--- config.mk ---
export PLATFORM = sky130hd
export DESIGN_NAME = camera_update_scheduler
export DESIGN_NICKNAME = d
export VERILOG_FILES = /design/src/rtl/camera_update_scheduler.sv
export SDC_FILE = /design/constraint.sdc
export NUM_CORES = 2
export LEC_CHECK = 0
export BUFFER_PORTS_ARGS = -buffer_cell sky130_fd_sc_hd__buf_4
export CORE_AREA = 2 2 346 348
export CTS_CLUSTER_DIAMETER = 30
export DETAILED_ROUTE_END_ITERATION = 12
export DIE_AREA = 0 0 348 350
export GPL_ROUTABILITY_DRIVEN = 0
export GPL_TIMING_DRIVEN = 0
export SETUP_SLACK_MARGIN = 0.4
export SLEW_MARGIN = 20
export SYNTH_ARGS = -nofsm -noshare
export SYNTH_HDL_FRONTEND = slang
export SYNTH_SLANG_ARGS = --single-unit
--- constraint.sdc ---
create_clock -name clk_in -period 19.1 [get_ports clk_in]
set_clock_uncertainty 0.15 [all_clocks]
set_input_delay 0 -clock clk_in [delete_from_list [all_inputs] [get_ports clk_in]]
set_output_delay 0 -clock clk_in [all_outputs]
set_load 0.005 [all_outputs]
--- src/rtl/camera_update_scheduler.sv ---
// camera_update_scheduler
//   Sequences the camera-basis compute unit from the pixel clock domain.
//   On due frame boundaries it issues a start request, captures the returned
//   9-vector basis (or a debug override) into a shadow register, and commits
//   the shadow to the renderer only on new_frame so a frame never renders
//   with a torn basis.
//
// Ports
//   clk_in        in   1     pixel clock, all logic on posedge
//   rst_in        in   1     asynchronous active-high reset
//   new_frame_in  in   1     one-cycle frame-boundary pulse
//   start_out     out  1     one-cycle request pulse to the compute unit
//   done_in       in   1     one-cycle result-valid pulse from the compute unit
//   basis_in      in   9*W   {fx,fy,fz,ux,uy,uz,rx,ry,rz}, valid with done_in
//   dbg_en_in     in   1     capture dbg_basis_in instead of basis_in
//   dbg_basis_in  in   9*W   debug override basis, same packing
//   basis_out     out  9*W   committed basis to the renderer
//   commit_out    out  1     one-cycle pulse: basis_out updated this cycle
//   busy_out      out  1     high while waiting for the compute unit
//   timeout_out   out  1     sticky: a request timed out
//   missed_out    out  8     saturating count of frames missed while waiting
module camera_update_scheduler #(
    parameter int W         = 32,
    parameter int FRAC      = 16,
    parameter int FRAME_DIV = 1,
    parameter int TIMEOUT   = 65535
) (
    input  logic             clk_in,
    input  logic             rst_in,
    input  logic             new_frame_in,
    output logic             start_out,
    input  logic             done_in,
    input  logic [9*W-1:0]   basis_in,
    input  logic             dbg_en_in,
    input  logic [9*W-1:0]   dbg_basis_in,
    output logic [9*W-1:0]   basis_out,
    output logic             commit_out,
    output logic             busy_out,
    output logic             timeout_out,
    output logic [7:0]       missed_out
);

    localparam int DW = (FRAME_DIV > 1) ? $clog2(FRAME_DIV) : 1;
    localparam int TW = (TIMEOUT > 1) ? $clog2(TIMEOUT) : 1;

    localparam logic [W-1:0] ZERO = '0;
    localparam logic [W-1:0] ONE  = W'(1) << FRAC;
    // forward (0,0,ONE), up (0,ONE,0), right (ONE,0,0)
    localparam logic [9*W-1:0] RESET_BASIS =
        {ZERO, ZERO, ONE, ZERO, ONE, ZERO, ONE, ZERO, ZERO};

    typedef enum logic [1:0] {
        S_IDLE,
        S_WAIT,
        S_READY
    } state_t;

    state_t          state;
    logic [DW-1:0]   div_cnt;
    logic [TW-1:0]   tmo_cnt;
    logic [9*W-1:0]  shadow;

    logic            due;
    logic            tmo_hit;
    logic [9*W-1:0]  captured;

    // due is evaluated on the pre-increment divider value of the current pulse
    assign due      = (div_cnt == '0);
    assign tmo_hit  = (tmo_cnt == TW'(TIMEOUT - 1));
    assign captured = dbg_en_in ? dbg_basis_in : basis_in;

    // NOTE: all state, including the wide shadow and output basis, is reset
    // here because a discarded READY shadow and the identity basis at power-up
    // are both part of the observable behaviour; use <= only in this block so
    // every register samples the pre-edge values of its neighbours.
    always_ff @(posedge clk_in or posedge rst_in) begin
        if (rst_in) begin
            state       <= S_IDLE;
            div_cnt     <= '0;
            tmo_cnt     <= '0;
            shadow      <= RESET_BASIS;
            basis_out   <= RESET_BASIS;
            start_out   <= 1'b0;
            commit_out  <= 1'b0;
            busy_out    <= 1'b0;
            timeout_out <= 1'b0;
            missed_out  <= 8'd0;
        end else begin
            // pulse outputs default low so they are exactly one cycle wide
            start_out  <= 1'b0;
            commit_out <= 1'b0;

            if (new_frame_in) begin
                div_cnt <= (div_cnt == DW'(FRAME_DIV - 1)) ? '0 : div_cnt + DW'(1);
            end

            case (state)
                S_IDLE: begin
                    if (new_frame_in && due) begin
                        start_out <= 1'b1;
                        tmo_cnt   <= '0;
                        busy_out  <= 1'b1;
                        state     <= S_WAIT;
                    end
                end

                S_WAIT: begin
                    tmo_cnt <= tmo_cnt + TW'(1);
                    if (done_in) begin
                        shadow <= captured;
                        if (new_frame_in) begin
                            // result arrived on the frame edge: commit without
                            // parking in READY for a whole extra frame
                            basis_out  <= captured;
                            commit_out <= 1'b1;
                            if (due) begin
                                start_out <= 1'b1;
                                tmo_cnt   <= '0;
                            end else begin
                                busy_out <= 1'b0;
                                state    <= S_IDLE;
                            end
                        end else begin
                            busy_out <= 1'b0;
                            state    <= S_READY;
                        end
                    end else begin
                        if (new_frame_in && missed_out != 8'hFF) begin
                            missed_out <= missed_out + 8'd1;
                        end
                        if (tmo_hit) begin
                            timeout_out <= 1'b1;
                            busy_out    <= 1'b0;
                            state       <= S_IDLE;
                        end
                    end
                end

                S_READY: begin
                    if (new_frame_in) begin
                        basis_out  <= shadow;
                        commit_out <= 1'b1;
                        if (due) begin
                            start_out <= 1'b1;
                            tmo_cnt   <= '0;
                            busy_out  <= 1'b1;
                            state     <= S_WAIT;
                        end else begin
                            state <= S_IDLE;
                        end
                    end
                end

                default: begin
                    busy_out <= 1'b0;
                    state    <= S_IDLE;
                end
            endcase
        end
    end

endmodule

Word-level counts from Yosys, hierarchy flattened. Index checks and enable logic that the tools add are counted.

Register bits after elaboration: 607. Output and inout bits: 300.

Bitwise operators: 2. Reductions and logical operators: 12. Eq/ne operators: 11. Add/subtract/negate cells: 3. Muxes and demuxes: 37.

Operator list (number): 288-bit two-way mux (4); 288-bit one-hot mux with 2 select lines (1); 16-bit two-way mux (6); 16-bit one-hot mux with 3 select lines (1); 16-bit by 1-bit adder with 16-bit output, second input constant (1); 16-bit equality test, second input constant (1); 1-bit two-way mux (15); 2-bit two-way mux (6); 4-bit AND reduction (3); 2-bit != test, second input constant (5); 8-bit by 1-bit adder with 8-bit output, second input constant (1); 8-bit != test, second input constant (1); 1-bit one-hot mux with 3 select lines (2); 2-bit one-hot mux with 3 select lines (1); 3-bit AND reduction (2); 5-bit AND reduction (1); 4-bit != test, second input constant (1); 3-bit != test, second input constant (1); 3-bit nonzero test (1); 2-bit by 1-bit equality test with 1-bit output, second input constant (1); 2-bit equality test, second input constant (1); 1-bit logical AND (2); 2-bit logical NOT (1); 1-bit inverter (2); 4 further kinds (4).

Depth between registers and ports, before layout.
Depth in word-level cells: 5. Depth in mapped cells: 10. Depth with buffers taken out: 6.

Worst setup path after synthesis. No wires, ideal clock.

Kind: register to register. From: reg state[1]. To: reg basis_out[257]. Data required time: 18867 ps. Path slack: 17107 ps. Stages on the path, launching flop included: 11. Arrival: 1761 ps. Period minus slack after synthesis: 1993 ps. Library setup time: 83 ps. Path through: dfrtp_1 inv_1 ha_1 and2_1 buf_4 o21ai_4 buf_6 buf_4 buf_4 nand2_1 o21ai_0.

Longest elaborated chain between the ends: 3. Elaborated cells between the ends (all ways): 8. Those cells by class: eq/ne (5); mux (1); reduce/logical (2).

Ends and longest elaborated chain: start, declared (line 58) `state_t state;`; start signal, assigned (line 78) `state <= S_IDLE;`; start signal, assigned (line 103) `state <= S_WAIT;`; start signal, assigned (line 121) `state <= S_IDLE;`; 2-bit by 1-bit equality test with 1-bit output / 2-bit equality test (equally long branches) (line 97) `case (state)`; 2-bit != test (no source line) / 2-bit nonzero test (equally long branches); 4-bit AND reduction (no source line); end signal, assigned (line 114) `basis_out <= captured;`; end signal, assigned (line 141) `basis_out <= shadow;`; end, declared (line 36) `output logic [9*W-1:0] basis_out,`.

Several ways; a longest one is shown, not always the timed one. A chain may end at the register's enable or synchronous reset.

Worst setup path in the final report.
From: reg state[1]. To: reg shadow[153].

Longest elaborated chain between the ends: 2.

Ends and longest elaborated chain: 2-bit by 1-bit equality test with 1-bit output (line 97); 2-bit AND reduction (no source line); end signal, assigned (line 110) `shadow <= captured;`; end, declared (line 61) `logic [9*W-1:0] shadow;`.

No other way between the ends.

==> impl_metrics.ini <==
[setup_path]
required_ns = 19.61
path_class = flip-flop to flip-flop
startpoint = state[1]
reg2reg_depth = 10
cp-start-kind = flip-flop
arrival_ns = 4.30
worstSetupEndpointType = flip-flop
rr_startpoint = state[1]
cp_max_fo = 11
r2r-end = shadow[153]
regToRegSetupSlack_ns = 15.31

[power]
p_seq_frac = 0.299
combPwrFrac = 0.338
p_sw_mw = 2.49
switching_share = 0.336
total_power_mw = 7.42
power.internal_mw = 4.92
p_leak_nw = 24.6
pwr_density_cell_nw_per_um2 = 145
pwr-share-clk = 0.363
peakVddDrop_mv = 0.0855

[cts]
clock-root-buffer = clkbuf_16
htreeDepth = 4
cts_setup_buffers = 0
insertion_delay_ns = 0.73
cts_tree = built
cts_max_path_buffers = 3
clk_pin_slew_ns = 0.04
cts_made_buffers = 153
ctsResizeCount = 0
cts_hold_buf = 920
cts_num_sinks = 606

[logic_synthesis]
yosys.area_share.simple = 0.131
synth_edf_count = 0
post-synth-top-count-cell = dfrtp_1
synth_area_per_cell_um2 = 9.27
ys_top_cells_by_count = 600 x dfrtp_1, 596 x nand2_1, 364 x o21ai_0
synth.area.mux_share = 0.104
synth_area_leader_cell = dfrtp_1
seq_area_frac_synth = 0.547
synthAdderAreaFrac = 0.00316
synth_cell_type_count = 46
synthXorXnorAreaFrac = 0.00506
synth_nets = 3578
ys_ff_latch = 606
synth_top_family_by_area = compound AO/OA/AOI/OAI gates
postSynth.asyncResetShare = 1.00
ys_warn_count = 0
synth_compound_area_frac = 0.166
netlist_area_um2 = 27700
ys_top_cells_by_area = dfrtp_1 54%, mux2i_1 10%, nand2_1 8.1%, o21ai_0 6.6%, a21oi_1 5.4%
synth_ff_type = dfrtp_1
synth_top_area_frac = 0.542
synth_cells = 2990

[floorplan]
num_rows = 126
start_util = 0.235
die_h_um = 350
die_x_um = 348
dieArea_um2 = 122000
core_area_um2 = 118000
boundaryPins = 881

[route]
first_pass_iters = 5
routedWlPerCell_um = 20.2
wirelength_um = 134000
final_antenna_net_count = 0
viasPerCell = 4.71
drt-initial-drc-count = 2205
remaining_drc_errors = 0
dr_total_vias = 31204

[hold_path]
min_to = shadow[134]
hold_class = primary input to flip-flop
min_path_cells = 4
hp-start = dbg_basis_in[134]

[sta]
tightest_slew_ns = 0.959
tns_ns = 0
rsz0062_at_grt = no
relSlewSlack = 0.361
holdWs_ns = 0.0438
fmax_mhz = 264
period_needed_ns = 3.79
min_period_over_period = 0.198
slew_violations = 0
setup_violations = 0
final-hold-violation-count = 0

[global_route]
grt_overflow_total = 0
grt_max_degree = 103
grt_pass1_vias = 32911
grt_pass1_wl_um = 198000
gr-usage-all-layers = 0.212
antenna_found_initial = 20

[cells_and_area]
final_nets = 5538
fin_util = 0.434
fillers = 10684
final_area_um2 = 51100
drive_above_1_share = 0.251
area_growth_syn_to_layout_pct = 84.2

[run]
maxCapViolCount = 0

[run_status]
status = complete, no violations

[placed_design]
io_buffers = 879
placed_cell_area_um2 = 36400
hpwlAfterDp_um = 88400
## critical path, stage by stage, from the launching register on
cell	delay, ns
dfrtp_1	0.45
inv_1	0.09
ha_1	0.27
nand2_1	0.11
buf_2	0.30
buf_2	0.53
clkbuf_1	0.59
buf_2	0.37
nand2_1	0.12
o21ai_0	0.10
dlygate4sd3_1	0.59
## stage by stage
step	cells	setup WS, ns
5_1_grt	6620	15.07
2_1_floorplan	2990	1.99
3_3_place_gp	5405	-5.73
6_report	6623	15.31
4_1_cts	6611	15.29
3_5_place_dp	5411	15.42
## cell type report
type	instances	area, µm²	area share
diodes	12	30.0	0.000588
inverters	6	30.0	0.000588
clock buffers	207	4370	0.0857
clock inverters	73	1030	0.0201
flip-flops and latches	606	15200	0.297
multi-input cells	2149	11400	0.222
well taps	1536	1920	0.0376
plain buffers	229	1180	0.0230
repair buffers	1805	16000	0.313
## flip-flops by register name (all words and copies together), names as in the netlist
signal	cells
start_out	1
missed_out	8
shadow	288
busy_out	1
basis_out	288
timeout_out	1
tmo_cnt	16
state	2
commit_out	1
## logic make-up (layout without fill, tap and decap cells)
group,after synthesis,count (layout)
other,0,12
flip-flops,606,606
AO/OA/AOI/OAI,902,902
adder cells (fa/ha/maj),7,7
multiplexers,288,288
AND/OR/NAND/NOR,936,936
buffers and inverters,235,2320
XOR/XNOR,16,16
## cell usage in the layout (no fill, tap or decap), drive strengths merged, types with 3 or more instances in the layout
cell type	Yosys	final
a21oi	297	297
a2111oi	3	3
xnor2	14	14
mux2i	288	288
nand2	596	596
nor2	299	299
dfstp	6	6
bufinv	0	19
diode	0	12
or3	4	4
clkinvlp	0	7
a211oi	3	3
clkinv	0	38
o21ai	583	583
nor2b	3	3
ha	7	7
buf	132	1017
nand4	8	8
clkbuf	97	304
nor3	4	4
nand2b	5	5
dlygate4sd3	0	920
o211ai	4	4
dfrtp	600	600
inv	6	15
nand3	8	8
## how the worst max path moves through the flow
stage          depth (start not counted)              to  slack [ns]
2_1_floorplan                          1    basis_out[0]        1.99
3_3_place_gp                           2  basis_out[153]       -5.73
3_5_place_dp                           8    basis_out[4]       15.42
4_1_cts                               10        busy_out       15.29
5_1_grt                               10      shadow[92]       15.07
6_report                              10     shadow[153]       15.31
## layer usage
metal  up-vias  GRT usage  wire length, µm
met5         -          0               39
met4         6      0.128             7980
met3       429     0.0551             9630
met2      1381      0.350            63700
met1     15205      0.249            52400
li1      14183          -                -
## power groups by stage
stage	Clock (mW)	Combinational [mW]	Sequential (mW)
2_1_floorplan	0	0.953	2.16
3_3_place_gp	0	1.99	2.20
3_5_place_dp	0	2.02	2.21
4_1_cts	2.72	2.45	2.20
5_1_grt	2.79	2.74	2.28
6_report	2.69	2.50	2.22
Note: power is estimated with default switching activity, not from simulation.
